### config.mk
export PLATFORM = sky130hd
export DESIGN_NAME = axi_wr_arbiter_flat
export DESIGN_NICKNAME = d
export VERILOG_FILES = /design/src/rtl/axi_wr_arbiter_if.sv /design/src/rtl/axi_wr_arbiter.sv /design/src/flat_wrapper.sv
export SDC_FILE = /design/constraint.sdc
export NUM_CORES = 1
export LEC_CHECK = 0
export BUFFER_PORTS_ARGS = -buffer_cell sky130_fd_sc_hd__buf_2
export CORE_AREA = 2 2 144 146
export CTS_CLUSTER_SIZE = 28
export DETAILED_ROUTE_END_ITERATION = 7
export DIE_AREA = 0 0 146 148
export PLACE_DENSITY_LB_ADDON = 0.25
export SYNTH_ARGS = -nofsm -noshare
export SYNTH_HDL_FRONTEND = slang
export SYNTH_SLANG_ARGS = --single-unit
### constraint.sdc
create_clock -name clock -period 2.4 [get_ports clock]
set_clock_uncertainty 0.15 [all_clocks]
set_input_delay 0.24 -clock clock [delete_from_list [all_inputs] [get_ports clock]]
set_output_delay 0.24 -clock clock [all_outputs]
set_load 0.03 [all_outputs]
### src/rtl/axi_wr_arbiter_if.sv
// Bundle of all AW/W/B channel signals between the upstream masters, the arbiter
// and the shared downstream slave port.
interface axi_wr_arbiter_if #(
   parameter int NUM_M          = 2,
   parameter int AXI_ID_WIDTH   = 10,
   parameter int AXI_ADDR_WIDTH = 32,
   parameter int AXI_DATA_WIDTH = 32
);
   localparam int IDX_W = (NUM_M > 1) ? $clog2(NUM_M) : 1;
   localparam int AW_W  = AXI_ID_WIDTH + AXI_ADDR_WIDTH + 25;
   localparam int W_W   = AXI_DATA_WIDTH + AXI_DATA_WIDTH / 8 + 1;
   localparam int B_W   = AXI_ID_WIDTH + 2;

   logic [NUM_M-1:0]       s_awvalid;
   logic [NUM_M-1:0]       s_awready;
   logic [NUM_M*AW_W-1:0]  s_aw;
   logic [NUM_M-1:0]       s_wvalid;
   logic [NUM_M-1:0]       s_wready;
   logic [NUM_M*W_W-1:0]   s_w;
   logic [NUM_M-1:0]       s_bvalid;
   logic [NUM_M-1:0]       s_bready;
   logic [NUM_M*B_W-1:0]   s_b;

   logic                   m_awvalid;
   logic                   m_awready;
   logic [AW_W+IDX_W-1:0]  m_aw;
   logic                   m_wvalid;
   logic                   m_wready;
   logic [W_W-1:0]         m_w;
   logic                   m_bvalid;
   logic                   m_bready;
   logic [IDX_W+B_W-1:0]   m_b;

   // Arbiter view: upstream requests and downstream responses come in.
   modport slave (
      input  s_awvalid, s_aw, s_wvalid, s_w, s_bready,
      input  m_awready, m_wready, m_bvalid, m_b,
      output s_awready, s_wready, s_bvalid, s_b,
      output m_awvalid, m_aw, m_wvalid, m_w, m_bready
   );

   // Environment view: masters plus downstream slave model.
   modport master (
      output s_awvalid, s_aw, s_wvalid, s_w, s_bready,
      output m_awready, m_wready, m_bvalid, m_b,
      input  s_awready, s_wready, s_bvalid, s_b,
      input  m_awvalid, m_aw, m_wvalid, m_w, m_bready
   );
endinterface

### src/rtl/axi_wr_arbiter.sv
// Round-robin arbiter sharing one AXI4 write port among NUM_M masters; W beats
// follow AW grant order through an order FIFO, B is routed by the ID prefix.
module axi_wr_arbiter #(
   parameter int NUM_M          = 2,
   parameter int AXI_ID_WIDTH   = 10,
   parameter int AXI_ADDR_WIDTH = 32,
   parameter int AXI_DATA_WIDTH = 32,
   parameter int ORDER_DEPTH    = 4
) (
   input  logic            clock,
   input  logic            resetn,
   axi_wr_arbiter_if.slave bus
);
   localparam int IDX_W = (NUM_M > 1) ? $clog2(NUM_M) : 1;
   localparam int AW_W  = AXI_ID_WIDTH + AXI_ADDR_WIDTH + 25;
   localparam int W_W   = AXI_DATA_WIDTH + AXI_DATA_WIDTH / 8 + 1;
   localparam int B_W   = AXI_ID_WIDTH + 2;
   localparam int MB_W  = IDX_W + B_W;
   localparam int PTR_W = $clog2(ORDER_DEPTH);
   localparam int CNT_W = PTR_W + 1;

   typedef enum logic {IDLE, SEND} state_t;

   state_t                state_q, state_d;
   logic [AW_W+IDX_W-1:0] aw_q, aw_d;
   logic [IDX_W-1:0]      ptr_q, ptr_d;
   logic [NUM_M-1:0]      s_awready_c;
   logic                  win_found;
   logic [IDX_W-1:0]      win_idx;
   logic                  push, pop;

   logic [IDX_W-1:0]      order_mem [ORDER_DEPTH];
   logic [PTR_W-1:0]      wr_ptr_q, rd_ptr_q;
   logic [CNT_W-1:0]      count_q, count_d;
   logic                  fifo_empty, fifo_full;
   logic [IDX_W-1:0]      head;

   logic [NUM_M-1:0]      s_wready_c;
   logic                  m_wvalid_c;

   logic [IDX_W-1:0]      b_idx;
   logic [NUM_M-1:0]      s_bvalid_c;
   logic [NUM_M*B_W-1:0]  s_b_c;
   logic                  m_bready_c;

   // First pass finds a requester at/after the pointer; the second wraps around.
   always_comb begin
      // NOTE: every signal gets a default first so no path leaves it unassigned (no latch).
      win_found = 1'b0;
      win_idx   = '0;
      for (int i = 0; i < NUM_M; i++) begin
         if (!win_found && bus.s_awvalid[i] && (i >= int'(ptr_q))) begin
            win_found = 1'b1;
            win_idx   = IDX_W'(i);
         end
      end
      for (int i = 0; i < NUM_M; i++) begin
         if (!win_found && bus.s_awvalid[i]) begin
            win_found = 1'b1;
            win_idx   = IDX_W'(i);
         end
      end
   end

   always_comb begin
      state_d     = state_q;
      aw_d        = aw_q;
      ptr_d       = ptr_q;
      s_awready_c = '0;
      push        = 1'b0;
      case (state_q)
         IDLE: begin
            if (win_found && !fifo_full) begin
               s_awready_c[win_idx] = 1'b1;
               aw_d    = {win_idx, bus.s_aw[win_idx*AW_W +: AW_W]};
               ptr_d   = (int'(win_idx) == NUM_M - 1) ? '0 : win_idx + 1'b1;
               push    = 1'b1;
               state_d = SEND;
            end
         end
         SEND: begin
            if (bus.m_awready) state_d = IDLE;
         end
         default: state_d = IDLE;
      endcase
   end

   always_ff @(posedge clock or negedge resetn) begin
      // NOTE: sequential state uses non-blocking assignments so all registers update together.
      if (!resetn) begin
         state_q <= IDLE;
         aw_q    <= '0;
         ptr_q   <= '0;
      end else begin
         state_q <= state_d;
         aw_q    <= aw_d;
         ptr_q   <= ptr_d;
      end
   end

   assign bus.m_awvalid = (state_q == SEND);
   assign bus.m_aw      = aw_q;
   assign bus.s_awready = s_awready_c;

   // NOTE: FIFO storage has no reset; validity is tracked entirely by count_q.
   always_ff @(posedge clock) begin
      if (push) order_mem[wr_ptr_q] <= win_idx;
   end

   always_comb begin
      count_d = count_q;
      case ({push, pop})
         2'b10:   count_d = count_q + 1'b1;
         2'b01:   count_d = count_q - 1'b1;
         default: count_d = count_q;
      endcase
   end

   always_ff @(posedge clock or negedge resetn) begin
      if (!resetn) begin
         wr_ptr_q <= '0;
         rd_ptr_q <= '0;
         count_q  <= '0;
      end else begin
         if (push) wr_ptr_q <= wr_ptr_q + 1'b1;
         if (pop)  rd_ptr_q <= rd_ptr_q + 1'b1;
         count_q <= count_d;
      end
   end

   assign fifo_empty = (count_q == '0);
   assign fifo_full  = (count_q == CNT_W'(ORDER_DEPTH));
   assign head       = order_mem[rd_ptr_q];

   // W channel is steered to whichever master owns the oldest outstanding AW.
   always_comb begin
      s_wready_c = '0;
      if (!fifo_empty) s_wready_c[head] = bus.m_wready;
   end

   assign m_wvalid_c   = !fifo_empty && bus.s_wvalid[head];
   assign bus.m_wvalid = m_wvalid_c;
   assign bus.m_w      = bus.s_w[head*W_W +: W_W];
   assign bus.s_wready = s_wready_c;
   assign pop          = m_wvalid_c && bus.m_wready && bus.m_w[0];

   assign b_idx = bus.m_b[MB_W-1 -: IDX_W];

   // Responses whose prefix names no master are sunk so the slave never stalls.
   always_comb begin
      s_bvalid_c = '0;
      s_b_c      = '0;
      m_bready_c = 1'b1;
      if (int'(b_idx) < NUM_M) begin
         s_bvalid_c[b_idx]          = bus.m_bvalid;
         s_b_c[b_idx*B_W +: B_W]    = bus.m_b[B_W-1:0];
         m_bready_c                 = bus.s_bready[b_idx];
      end
   end

   assign bus.s_bvalid = s_bvalid_c;
   assign bus.s_b      = s_b_c;
   assign bus.m_bready = m_bready_c;
endmodule

### src/flat_wrapper.sv
// flat-port wrapper written by rule: the top's interface ports become plain ports
module axi_wr_arbiter_flat 
#(
   parameter int NUM_M          = 2,
   parameter int AXI_ID_WIDTH   = 10,
   parameter int AXI_ADDR_WIDTH = 32,
   parameter int AXI_DATA_WIDTH = 32,
   parameter int ORDER_DEPTH    = 4
)
  (clock, resetn, bus_s_awvalid, bus_s_aw, bus_s_wvalid, bus_s_w, bus_s_bready, bus_m_awready, bus_m_wready, bus_m_bvalid, bus_m_b, bus_s_awready, bus_s_wready, bus_s_bvalid, bus_s_b, bus_m_awvalid, bus_m_aw, bus_m_wvalid, bus_m_w, bus_m_bready);
  axi_wr_arbiter_if #(.NUM_M(NUM_M), .AXI_ID_WIDTH(AXI_ID_WIDTH), .AXI_ADDR_WIDTH(AXI_ADDR_WIDTH), .AXI_DATA_WIDTH(AXI_DATA_WIDTH)) bus_i ();
  input  logic clock;
  input  logic resetn;
  input wire logic [$bits(bus_i.s_awvalid)-1:0] bus_s_awvalid;
  input wire logic [$bits(bus_i.s_aw)-1:0] bus_s_aw;
  input wire logic [$bits(bus_i.s_wvalid)-1:0] bus_s_wvalid;
  input wire logic [$bits(bus_i.s_w)-1:0] bus_s_w;
  input wire logic [$bits(bus_i.s_bready)-1:0] bus_s_bready;
  input wire logic [$bits(bus_i.m_awready)-1:0] bus_m_awready;
  input wire logic [$bits(bus_i.m_wready)-1:0] bus_m_wready;
  input wire logic [$bits(bus_i.m_bvalid)-1:0] bus_m_bvalid;
  input wire logic [$bits(bus_i.m_b)-1:0] bus_m_b;
  output wire logic [$bits(bus_i.s_awready)-1:0] bus_s_awready;
  output wire logic [$bits(bus_i.s_wready)-1:0] bus_s_wready;
  output wire logic [$bits(bus_i.s_bvalid)-1:0] bus_s_bvalid;
  output wire logic [$bits(bus_i.s_b)-1:0] bus_s_b;
  output wire logic [$bits(bus_i.m_awvalid)-1:0] bus_m_awvalid;
  output wire logic [$bits(bus_i.m_aw)-1:0] bus_m_aw;
  output wire logic [$bits(bus_i.m_wvalid)-1:0] bus_m_wvalid;
  output wire logic [$bits(bus_i.m_w)-1:0] bus_m_w;
  output wire logic [$bits(bus_i.m_bready)-1:0] bus_m_bready;
  assign bus_i.s_awvalid = bus_s_awvalid;
  assign bus_i.s_aw = bus_s_aw;
  assign bus_i.s_wvalid = bus_s_wvalid;
  assign bus_i.s_w = bus_s_w;
  assign bus_i.s_bready = bus_s_bready;
  assign bus_i.m_awready = bus_m_awready;
  assign bus_i.m_wready = bus_m_wready;
  assign bus_i.m_bvalid = bus_m_bvalid;
  assign bus_i.m_b = bus_m_b;
  assign bus_s_awready = bus_i.s_awready;
  assign bus_s_wready = bus_i.s_wready;
  assign bus_s_bvalid = bus_i.s_bvalid;
  assign bus_s_b = bus_i.s_b;
  assign bus_m_awvalid = bus_i.m_awvalid;
  assign bus_m_aw = bus_i.m_aw;
  assign bus_m_wvalid = bus_i.m_wvalid;
  assign bus_m_w = bus_i.m_w;
  assign bus_m_bready = bus_i.m_bready;
  axi_wr_arbiter #(.NUM_M(NUM_M), .AXI_ID_WIDTH(AXI_ID_WIDTH), .AXI_ADDR_WIDTH(AXI_ADDR_WIDTH), .AXI_DATA_WIDTH(AXI_DATA_WIDTH), .ORDER_DEPTH(ORDER_DEPTH)) u_core (.clock(clock), .resetn(resetn), .bus(bus_i));
endmodule
# Word-level counts from Yosys, hierarchy flattened
# Memories as Yosys holds them, arrays and structs flattened.
# Cells that the tools add are included.
dict set report classes {
  shifts 4
  order_cmp 7
  addsub 6
  bitwise_logic 4
  mux 28
  n_reduce_logical 19
  n_mul 3
  eq_ne 3
}
# op n
set op_table {}
lappend op_table {{$shiftx 134x9->67} 1}
lappend op_table {{$shiftx 74x8->37} 1}
lappend op_table {{$neg 5->34} 1}
lappend op_table {{$shift 12x34->24 const A} 1}
lappend op_table {{$shiftx 12x34->24} 1}
lappend op_table {{$and 24x24->24} 1}
lappend op_table {{$mux 1} 20}
lappend op_table {{$logic_and 1x1->1} 11}
lappend op_table {{$mul 1x7->8 const B} 1}
lappend op_table {{$mul 1x6->7 const B} 1}
lappend op_table {{$lt 1x2->1 const B} 3}
lappend op_table {{$mux 2} 3}
lappend op_table {{$pmux 3 s2} 1}
lappend op_table {{$logic_not 1->1} 5}
lappend op_table {{$add 2x1->2 const B} 2}
lappend op_table {{$and 2x2->2} 2}
lappend op_table {{$add 3x1->3 const B} 1}
lappend op_table {{$demux 1 s1} 3}
lappend op_table {{$eq 3x3->1 const B} 1}
lappend op_table {{$ge 1x1->1 const B} 3}
lappend op_table {{$logic_not 3->1} 1}
lappend op_table {{$mul 1x2->3 const B} 1}
lappend op_table {{$sub 3x1->3 const B} 1}
lappend op_table {{$eq 2x1->1 const B} 1}
lappend op_table {{7 further kinds} 7}
dict set report word_totals {
  output_inout_bits 138
  memories 1
  elab_cells 81
  inputBits 232
  ram_bits 4
  regBits 77
}
# name depth word_bits read_ports rd_clocked_by_memory_dff wr line
set memory_table {}
lappend memory_table {u_core.order_mem 4 1 1 0 1 axi_wr_arbiter.sv:32} ;# logic [IDX_W-1:0] order_mem [ORDER_DEPTH];

# Depth between registers and ports, before layout
# Gate-level depths: netlist of the first run.
dict set report depth {
  word_depth 18
  ltp_mapped 11
  mapped_depth_nobuf 10
}

# Least setup slack after synthesis of the first run
# Ideal clock, no wire load.
dict set report synth_path {
  path_type {flip-flop to flip-flop}
  start {register u_core.rd_ptr_q[0]}
  end {register u_core.count_q[2]}
  synth_period_minus_slack_ns 2.554
  setup_time_ns 0.079
  t_arrival_ns 2.324
  path_stages_with_launch 12
  slack_ns -0.154
  path_buffers 1
  required_ns 2.171
  cell_sequence {dfrtp_1 mux4_2 buf_2 nor2_1 a31oi_1 nor2_1 ha_1 inv_1 fa_1 xor2_1 nor2_1 xor2_1}
}
dict set report synth_between {
  elab_chain_cells 8
  elab_cells_between_ends 12
  classes_between {mul (1); eq/ne (2); shift (1); mux (3); reduce/logical (4); memory (1)}
}
# element line
set synth_lines {}
lappend synth_lines {{start, declared} axi_wr_arbiter.sv:33} ;# logic [PTR_W-1:0] wr_ptr_q, rd_ptr_q;
lappend synth_lines {{start signal, assigned} axi_wr_arbiter.sv:126} ;# if (pop) rd_ptr_q <= rd_ptr_q + 1'b1;
lappend synth_lines {{$mem_v2 4x1 (*)} --}
lappend synth_lines {{branches (longest 4 deep; another with $mul 1x6->7)} --}
lappend synth_lines {{$logic_and 1x1->1 (*)} axi_wr_arbiter.sv:145} ;# assign pop = m_wvalid_c && bus.m_wready && bus.m_w[0];
lappend synth_lines {{net u_core.pop} axi_wr_arbiter.sv:30} ;# logic push, pop;
lappend synth_lines {{$eq 2x1->1 or $eq 2x2->1 (tied branches)} axi_wr_arbiter.sv:112} ;# case ({push, pop})
lappend synth_lines {{$pmux 3 s2 or $reduce_bool 2->1 (tied branches)} --}
lappend synth_lines {{end signal, assigned} axi_wr_arbiter.sv:127} ;# count_q <= count_d;
lappend synth_lines {{end, declared} axi_wr_arbiter.sv:34} ;# logic [CNT_W-1:0] count_q, count_d;
# Mark *: on every way through the listed nets, which the timed path passes. The select of a mux whose other input is x is not followed.
# A chain may end at the register's enable or synchronous reset.

# Final worst setup path of the first run
dict set report layout_path {
  start {register u_core.rd_ptr_q[0]}
  end {output port bus_m_w[17]}
}
dict set report layout_between {
  elab_chain_cells 3
}
# element line
set layout_lines {}
lappend layout_lines {{$mem_v2 4x1} --}
lappend layout_lines {{$mul 1x6->7} axi_wr_arbiter.sv:143} ;# assign bus.m_w = bus.s_w[head*W_W +: W_W];
lappend layout_lines {{$shiftx 74x8->37} axi_wr_arbiter.sv:143}
lappend layout_lines {{end, declared} flat_wrapper.sv:30} ;# output wire logic [$bits(bus_i.m_w)-1:0] bus_m_w;
# Every way passes these cells.

==> PnR_summary.wiki, run 1 <==
{| class="wikitable"
! Metric !! Value
|-
| Pre-antenna DRT Iters || 4
|-
| Post-Route Setup TNS || -1.70 ns
|-
| Wirelength, routed || about 19,000 um
|-
| Number of nets with antenna violations after routing || 0
|-
| Crit path buffers/inverters || 3
|-
| Post-synth top area cell || sky130_fd_sc_hd__dfrtp_1
|-
| Setup Viol. Count Final || 34
|-
| Yosys Warn Count || 0
|-
| Reg2Reg Capture Point || u_core.count_q[2]
|-
| Initial Utilization || between 20 and 25%
|-
| First-pass GRT wire length || roughly 28,000 um
|-
| Count of unique library cells instantiated by Yosys || 31
|-
| Adder and majority gate portion of the synthesized area || 1.91%
|-
| Register clock-pin slew on the reported worst setup and hold paths || 0.06 ns
|-
| Period Utilization, post-route || 103%
|-
| Clock insertion delay at the later pin of the skew report || 0.34 ns
|-
| Peak supply drop || a little over 0.6 mV
|-
| X dimension of the die || between 100 and 150 um
|-
| Min-delay worst type || in -> reg
|-
| Area share of the largest cell type after synthesis || between 40% and 50%
|-
| Buffers from clock root to sink, at most || 2
|-
| RSZ-0062 raised after global routing || true
|-
| Top post-synthesis cells by count || sky130_fd_sc_hd__dfrtp_1, sky130_fd_sc_hd__a221o_1, sky130_fd_sc_hd__and2_0, sky130_fd_sc_hd__mux2_2, sky130_fd_sc_hd__and2_1
|-
| Ratio of total power to cell area || about 1200 nW/um^2
|-
| Reg-to-reg setup timing slack || approximately 0.02 ns
|-
| Failing checks || setup timing
|-
| Internal Pwr Total || between 5000 and 6000 uW
|-
| Core box area || approximately 20,000 um^2
|-
| Category of the critical setup timing path || reg -> out
|-
| Compound-gate portion of the synthesized area || between 10% and 20%
|-
| Number of antenna violations at the first check in global routing || 3
|-
| Final count of pins violating max slew || 0
|-
| Post-detailed-route wirelength per cell || between 15 and 20 um
|-
| Maximum number of pins on one net before global-route repair || 44
|-
| Top cell family by delay on the critical path || multiplexers
|-
| Number of global-route vias before repair || approximately 5,200
|-
| Number of rows in the core area || 52
|-
| Total via count after detailed routing || 4,968
|-
| Hold endpoint || u_core.rd_ptr_q[0]
|-
| Synthesized-area fraction occupied by and/or/nand/nor cells || between 10% and 20%
|-
| Hold violation total from the final report || 0
|-
| Residual DRC count || 0
|-
| Max frequency || 0.403 GHz
|-
| Cells on worst reg2reg path || 10
|-
| Synthesized area || between 4000 and 5000 um^2
|-
| Multiplexer fraction of the synthesized cell area || a little under an eighth
|-
| I/O pin cnt || between 300 and 400
|-
| Most frequent cell after synthesis || sky130_fd_sc_hd__dfrtp_1
|-
| Chain of cells forming the critical path || mux4_2 -> buf_4 -> clkbuf_16 -> mux2_2 -> buf_4
|-
| Net switching fraction of the power || approximately 46%
|-
| Largest family of logic cells by synthesized area || compound AO/OA/AOI/OAI gates
|-
| Quantity of I/O buffers inserted on ports || between 300 and 400
|-
| Relative slew margins || between 60% and 70%
|-
| Sequential group share of total power || 24.2%
|-
| Final HPWL from detailed placement || 13,600 um
|-
| Critical path data required time || between 2 and 2.5 ns
|-
| Total clock buffers created by CTS || 9
|-
| Fraction of layout cells with a size suffix above 1 || between 50% and 60%
|-
| Time the final worst path needs with I/O delays and setup || 2.48 ns
|-
| Delay of the slowest cell on the worst path || approximately 0.57 ns
|-
| Filler instances || slightly below 2,000
|-
| Xor and xnor area share after synthesis || about 1%
|-
| Combinational Power Share || 61.9%
|-
| Number of maximum-capacitance violations || 0
|-
| P_leak || 0.00414 uW
|-
| Clk Tree Root Cell || sky130_fd_sc_hd__clkbuf_16
|-
| Master of the slowest instance on the critical path || sky130_fd_sc_hd__mux4_2
|-
| Overall global routing resource usage || 16.8%
|-
| Htree depth || 3
|-
| Leading post-synthesis cells by cell area || sky130_fd_sc_hd__dfrtp_1, sky130_fd_sc_hd__a221o_1, sky130_fd_sc_hd__mux2_2
|-
| Transition time at the pin with the least slew margin || roughly 0.5 ns
|-
| Worst slack at placement || roughly 0.015 ns
|-
| Overall die height || 148 um
|-
| Relative contribution of the clock network to total power || ~14%
|-
| Synth Area per Inst || about 12 um^2
|-
| Worst Hold Depth || 3
|-
| Layout-stage area growth over the synthesis result || 93.6%
|-
| Worst-path maximum fanout || 18
|-
| Predominant post-synthesis flop cell || sky130_fd_sc_hd__dfrtp_1
|-
| Die Footprint || 21,600 um^2
|-
| Sw power || 4510 uW
|-
| Via density per instance || 4.33
|-
| Async set or reset register ratio after synthesis || a little over nine tenths
|-
| Net count of the finished layout || ~1,100
|-
| Post-route setup slack || -0.0839 ns
|-
| Residual overflow from global routing || 0
|-
| Number of DRC markers in iteration 0 || between 100 and 150
|-
| Run status || finished with violations
|-
| Flip-flop and latch count after synthesis || 81
|-
| Cell repeated most along the worst path || sky130_fd_sc_hd__buf_4
|-
| Category of the worst setup path capture point || output pin
|-
| Final Wtd Congestion || a little under 0.8
|-
| Arr. time, crit path || about 2.1 ns
|-
| Startpoint of the worst register-to-register path || u_core.rd_ptr_q[0]
|-
| Clock tree from TritonCTS || yes
|-
| Nature of the critical path startpoint || flip-flop
|-
| Syn Inst Count || ~370
|-
| Number of clock sinks || 81
|-
| Synthesized net count || 603
|-
| Hold Crit Start || bus_s_wvalid[0]
|-
| Number of enable-type register cells in the synthesized netlist || 4
|-
| Share of synthesized area occupied by flip-flops and latches || 47.4%
|}
## final cells by class
cell class | instances | area (um^2) | share of cell area [%]
clock inverters | 5 | 36.3 | 0.434
well taps | 270 | 338 | 4.04
repair buffers | 521 | 3560 | 42.6
multi-input cells | 244 | 2070 | 24.8
inverters | 12 | 45.0 | 0.539
clock buffers | 11 | 254 | 3.04
diodes | 3 | 7.51 | 0.0898
flip-flops and latches | 81 | 2050 | 24.5
## cells in the final DEF, fill, tap and decap left out, types with 4 or more instances in the layout
cell type	count
sky130_fd_sc_hd__a221o_1	67
sky130_fd_sc_hd__and2_0	55
sky130_fd_sc_hd__and2_1	25
sky130_fd_sc_hd__buf_12	6
sky130_fd_sc_hd__buf_2	333
sky130_fd_sc_hd__buf_4	31
sky130_fd_sc_hd__buf_6	14
sky130_fd_sc_hd__clkbuf_16	11
sky130_fd_sc_hd__dfrtp_1	77
sky130_fd_sc_hd__dlygate4sd3_1	136
sky130_fd_sc_hd__edfxtp_1	4
sky130_fd_sc_hd__ha_1	4
sky130_fd_sc_hd__inv_1	10
sky130_fd_sc_hd__mux2_2	39
sky130_fd_sc_hd__mux2i_1	4
sky130_fd_sc_hd__nor2_1	11
sky130_fd_sc_hd__nor2b_1	14
## worst min-delay path: stages
cell and delay (ns):
sky130_fd_sc_hd__buf_2 0.11, sky130_fd_sc_hd__a31oi_1 0.14, sky130_fd_sc_hd__o31ai_1 0.08
## kinds of logic after synthesis
kind of cell | count (synthesis)
simple gates | 111
buf+inv | 40
fa+ha+maj | 6
mux | 45
xor+xnor | 5
flops | 81
compound gates | 77
## flip-flops by register name, summed over array words and instances, names as in the netlist
register and count:
u_core.bus.m_aw 68, u_core.order_mem 4, u_core.count_q 3, u_core.rd_ptr_q 2, u_core.wr_ptr_q 2, u_core.bus.m_awvalid 1, u_core.ptr_q 1
## what timing repair did
item | CTS | global route
resized for setup | 11 | 71
cloned | 0 | 1
hold endpoints to repair | 102 | 0
hold buffers | 136 | 0
setup endpoints to repair | 35 | 37
setup buffers | 0 | 2
pin swaps | 2 | 0
## metal layers
layer	global-route usage, %	share of wire [%]	wire length, um	vias up
met5	0	0	0	-
met4	5.19	1.9	363	0
met3	5.86	7.5	1440	26
met2	30.7	51	9860	241
met1	18.4	39	7530	2341
li1	-	-	-	2360
## power by group through the flow
stage | clock network (uW) | logic, uW | registers, uW
floorplan | 0 | 2810 | 3480
global placement | 0 | 5580 | 2400
detailed placement | 0 | 5600 | 2370
CTS | 1430 | 5840 | 2380
global route | 1480 | 6470 | 2460
finish | 1370 | 6100 | 2380
## how the worst max path moves through the flow
stage,from,endpoint,slack (ns),depth (start not counted)
2_1_floorplan,u_core.rd_ptr_q[0],u_core.count_q[2],-0.09,11
3_3_place_gp,u_core.rd_ptr_q[0],u_core.count_q[2],0.03,10
3_5_place_dp,u_core.rd_ptr_q[0],u_core.count_q[2],0.02,10
4_1_cts,u_core.rd_ptr_q[0],bus_m_w[8],-0.01,4
5_1_grt,u_core.rd_ptr_q[0],bus_m_w[17],-0.15,5
6_report,u_core.rd_ptr_q[0],bus_m_w[17],-0.08,5
## stage by stage
stage,util [%],total power (uW),std cells,instance area (um^2),hold slack (ns)
after global placement,32.5,7980,989,6510,0.104
after floorplan,-,6290,365,4330,-0.206
after detailed placement,32.5,7970,989,6510,0.107
final,41.7,9850,1147,8360,0.137
after CTS,40.9,9640,1141,8190,0.116
after global routing,41.7,10400,1144,8360,0.122
Note: power is estimated with default switching activity, not from simulation.
==> run 2, diff against run 1 <==
--- a/config.mk
+++ b/config.mk
@@ -5,7 +5,7 @@
 export SDC_FILE = /design/constraint.sdc
 export NUM_CORES = 1
 export LEC_CHECK = 0
-export BUFFER_PORTS_ARGS = -buffer_cell sky130_fd_sc_hd__buf_2
+export BUFFER_PORTS_ARGS = -buffer_cell sky130_fd_sc_hd__clkbuf_2
 export CORE_AREA = 2 2 144 146
 export CTS_CLUSTER_SIZE = 28
 export DETAILED_ROUTE_END_ITERATION = 7
==> PnR_summary.wiki, run 2 (synthesized netlist as in run 1, its figures left out) <==
{| class="wikitable"
! Metric !! Value
|-
| Final count of pins violating max slew || 0 (unchanged)
|-
| Post-CTS setup buffer count || 0 (unchanged)
|-
| Category of the worst setup path capture point || output pin
|-
| Residual DRC count || 0 (unchanged)
|-
| Overall global routing resource usage || 17.1% (+0.28 points)
|-
| Final Wtd Congestion || 0.819 (+4.6%)
|-
| Clk Tree Root Cell || sky130_fd_sc_hd__clkbuf_16
|-
| Quantity of I/O buffers inserted on ports || 369 (unchanged)
|-
| Post-Route Setup TNS || 0 ns (+1.70 ns)
|-
| Final instance count without filler cells || 1,144 (-0.26%)
|-
| First-pass GRT wire length || 28,400 um (+0.61%)
|-
| Hold violation total from the final report || 0 (unchanged)
|-
| Number of DRC markers in iteration 0 || 144 (+6.7%)
|-
| Clock tree from TritonCTS || yes
|-
| X dimension of the die || 146 um (unchanged)
|-
| Wirelength, routed || 19,200 um (about the same)
|-
| Die Footprint || 21,600 um^2 (unchanged)
|-
| Total clock buffers created by CTS || 9 (unchanged)
|-
| Number of clock sinks || 81 (unchanged)
|-
| Category of the critical setup timing path || reg -> out
|-
| I/O pin cnt || 370 (unchanged)
|-
| Min-delay worst type || in -> reg
|-
| P_leak || 0.00411 uW (-0.70%)
|-
| Post-detailed-route wirelength per cell || 16.8 um (+0.23%)
|-
| Nature of the critical path startpoint || flip-flop
|-
| Multi-input gate area in the final layout || 2070 um^2 (-0.18%)
|-
| Number of antenna violations at the first check in global routing || 3 (unchanged)
|-
| Relative slew margins || 60.5% (-5.3 points)
|-
| Worst-path maximum fanout || 26 (+8)
|-
| Global Route met3 Usage || 5.37% (-0.49 points)
|-
| Overall die height || 148 um (unchanged)
|-
| Setup Viol. Count Final || 0 (-100%)
|-
| Final HPWL from detailed placement || 13,800 um (+1.4%)
|-
| Layout-stage area growth over the synthesis result || 89.3%
|-
| Htree depth || 3 (unchanged)
|-
| Number of flip-flops under the largest register name || 68 (unchanged)
|-
| Filler instances || 1,960 (+0.56%)
|-
| Pre-antenna DRT Iters || 4 (unchanged)
|-
| Arr. time, crit path || 1.98 ns (-0.11 ns)
|-
| Peak supply drop || 0.667 mV (+7.6%)
|-
| Number of rows in the core area || 52 (unchanged)
|-
| Final non-filler cell area || 8180 um^2 (-2.2%)
|-
| GRT Max-Usage Layer || met2
|-
| Chain of cells forming the critical path || mux4_2 -> buf_6 -> mux2_2 -> clkbuf_2
|-
| Register clock-pin slew on the reported worst setup and hold paths || 0.06 ns (about the same)
|-
| Footprint of the flip-flops and latches || 2050 um^2 (unchanged)
|-
| Post-placement cell count || 989 (unchanged)
|-
| Max frequency || 0.422 GHz (+4.7%)
|-
| Ratio of total power to cell area || 1170 nW/um^2 (-0.53%)
|-
| Buffers from clock root to sink, at most || 2 (unchanged)
|-
| Total via count after detailed routing || 4,946 (-0.44%)
|-
| Master of the slowest instance on the critical path || sky130_fd_sc_hd__mux4_2
|-
| Most common cell after layout, fill and taps aside || sky130_fd_sc_hd__clkbuf_2
|-
| Number of global-route vias before repair || 5,216 (+0.29%)
|-
| Time the final worst path needs with I/O delays and setup || 2.37 ns (-0.111 ns)
|-
| Area of placed instances || 6510 um^2 (unchanged)
|-
| Clock insertion delay at the later pin of the skew report || 0.34 ns (about the same)
|-
| Period Utilization, post-route || 98.9% (-4.6 points)
|-
| Initial Utilization || 21.6% (unchanged)
|-
| Delay of the slowest cell on the worst path || 0.52 ns (-0.05 ns)
|-
| Critical path data required time || 2.01 ns (about the same)
|-
| Fraction of layout cells with a size suffix above 1 || 51.1% (-0.17 points)
|-
| RSZ-0062 raised after global routing || true
|-
| Net count of the finished layout || 1,104 (-0.27%)
|-
| Core box area || 20,000 um^2 (unchanged)
|-
| Grt met1 use || 18.7% (+0.25 points)
|-
| Maximum number of pins on one net before global-route repair || 44 (unchanged)
|-
| Residual overflow from global routing || 0 (unchanged)
|-
| Transition time at the pin with the least slew margin || 0.592 ns (+0.0796 ns)
|-
| Number of maximum-capacitance violations || 0 (unchanged)
|-
| Via density per instance || 4.32 (-0.18%)
|-
| Number of nets with antenna violations after routing || 0 (unchanged)
|-
| Commonest non-fill, non-tap cells in the layout || sky130_fd_sc_hd__clkbuf_2, sky130_fd_sc_hd__dlygate4sd3_1, sky130_fd_sc_hd__dfrtp_1
|-
| Run status || finished, final reports clean
|-
| Global routing usage on met2 || 31.6% (+0.92 points)
|}
## run 2: cell count changes in the layout (fill, tap and decap cells not counted)
cell	previous run	this run
sky130_fd_sc_hd__clkbuf_16	11	9
sky130_fd_sc_hd__inv_4	0	1
sky130_fd_sc_hd__clkinvlp_4	3	2
sky130_fd_sc_hd__buf_6	14	1
sky130_fd_sc_hd__buf_2	333	3
sky130_fd_sc_hd__bufinv_16	0	1
sky130_fd_sc_hd__buf_12	6	5
sky130_fd_sc_hd__mux2_2	39	40
sky130_fd_sc_hd__mux2_4	1	0
sky130_fd_sc_hd__buf_4	31	8
sky130_fd_sc_hd__clkbuf_2	0	363
sky130_fd_sc_hd__clkbuf_4	0	2
## run 2: metrics by stage
stage          power (uW)  utilization, %  setup slack [ns]  hold WS (ns)
2_1_floorplan        6290               -           -0.0913        -0.206
4_1_cts              9660            40.8           0.00242         0.107
5_1_grt             10200            40.8           -0.0488         0.143
3_3_place_gp         7990            32.5            0.0323         0.141
3_5_place_dp         8010            32.5            0.0266         0.141
6_report             9580            40.8            0.0276         0.145
## run 2: cell type report
cell class / instances / share of cell area, %
Clock buffer: 10 / 2.80
Inverter: 12 / 0.551
Tap cell: 270 / 4.13
Multi-Input combinational cell: 244 / 25.3
Sequential cell: 81 / 25.0
Clock inverter: 6 / 0.795
Antenna cell: 3 / 0.0918
Timing Repair Buffer: 518 / 41.3
## run 2: worst paths after layout
check                               startpoint             endpoint  slack (ns)  cells after the start
setup / recovery           u_core.order_mem[0]           bus_m_w[1]        0.03                      4
min in group asynchronous               resetn   u_core.bus.m_aw[2]        0.28                      2
hold reg to reg            u_core.bus.m_aw[67]  u_core.bus.m_aw[67]        0.34                      1
hold / removal                 bus_s_wvalid[0]   u_core.rd_ptr_q[0]        0.14                      3
max in group asynchronous               resetn   u_core.rd_ptr_q[0]        1.19                      3
setup reg to reg           u_core.order_mem[0]    u_core.count_q[2]        0.07                     10
## run 2: per-layer routing
layer / wire length [um] / share of wire, %
met3: 1540 / 8.0
met2: 10000 / 52
met1: 7190 / 37
met5: 0 / 0
met4: 450 / 2.3
## run 2: critical path: cells and delay by family (launching register included)
kind / cells / cell delay (ns)
muxes: 2 / 0.83
buffers and inverters: 2 / 0.41
DFF: 1 / 0.39
## run 2: where the power goes
| part | internal (uW) | switching (uW) | total (uW) |
|---|---|---|---|
| Clock | 810 | 594 | 1400 |
| Combinational | 2240 | 3520 | 5770 |
| Sequential | 2040 | 372 | 2410 |
| Total | 5090 | 4490 | 9580 |
## run 2: repair_timing
action                                 CTS  global route
resized for setup                        2             6
hold buffers                           136             0
endpoints found under the hold margin  110             0
setup endpoints to repair               25            32
pin swaps                                1             2
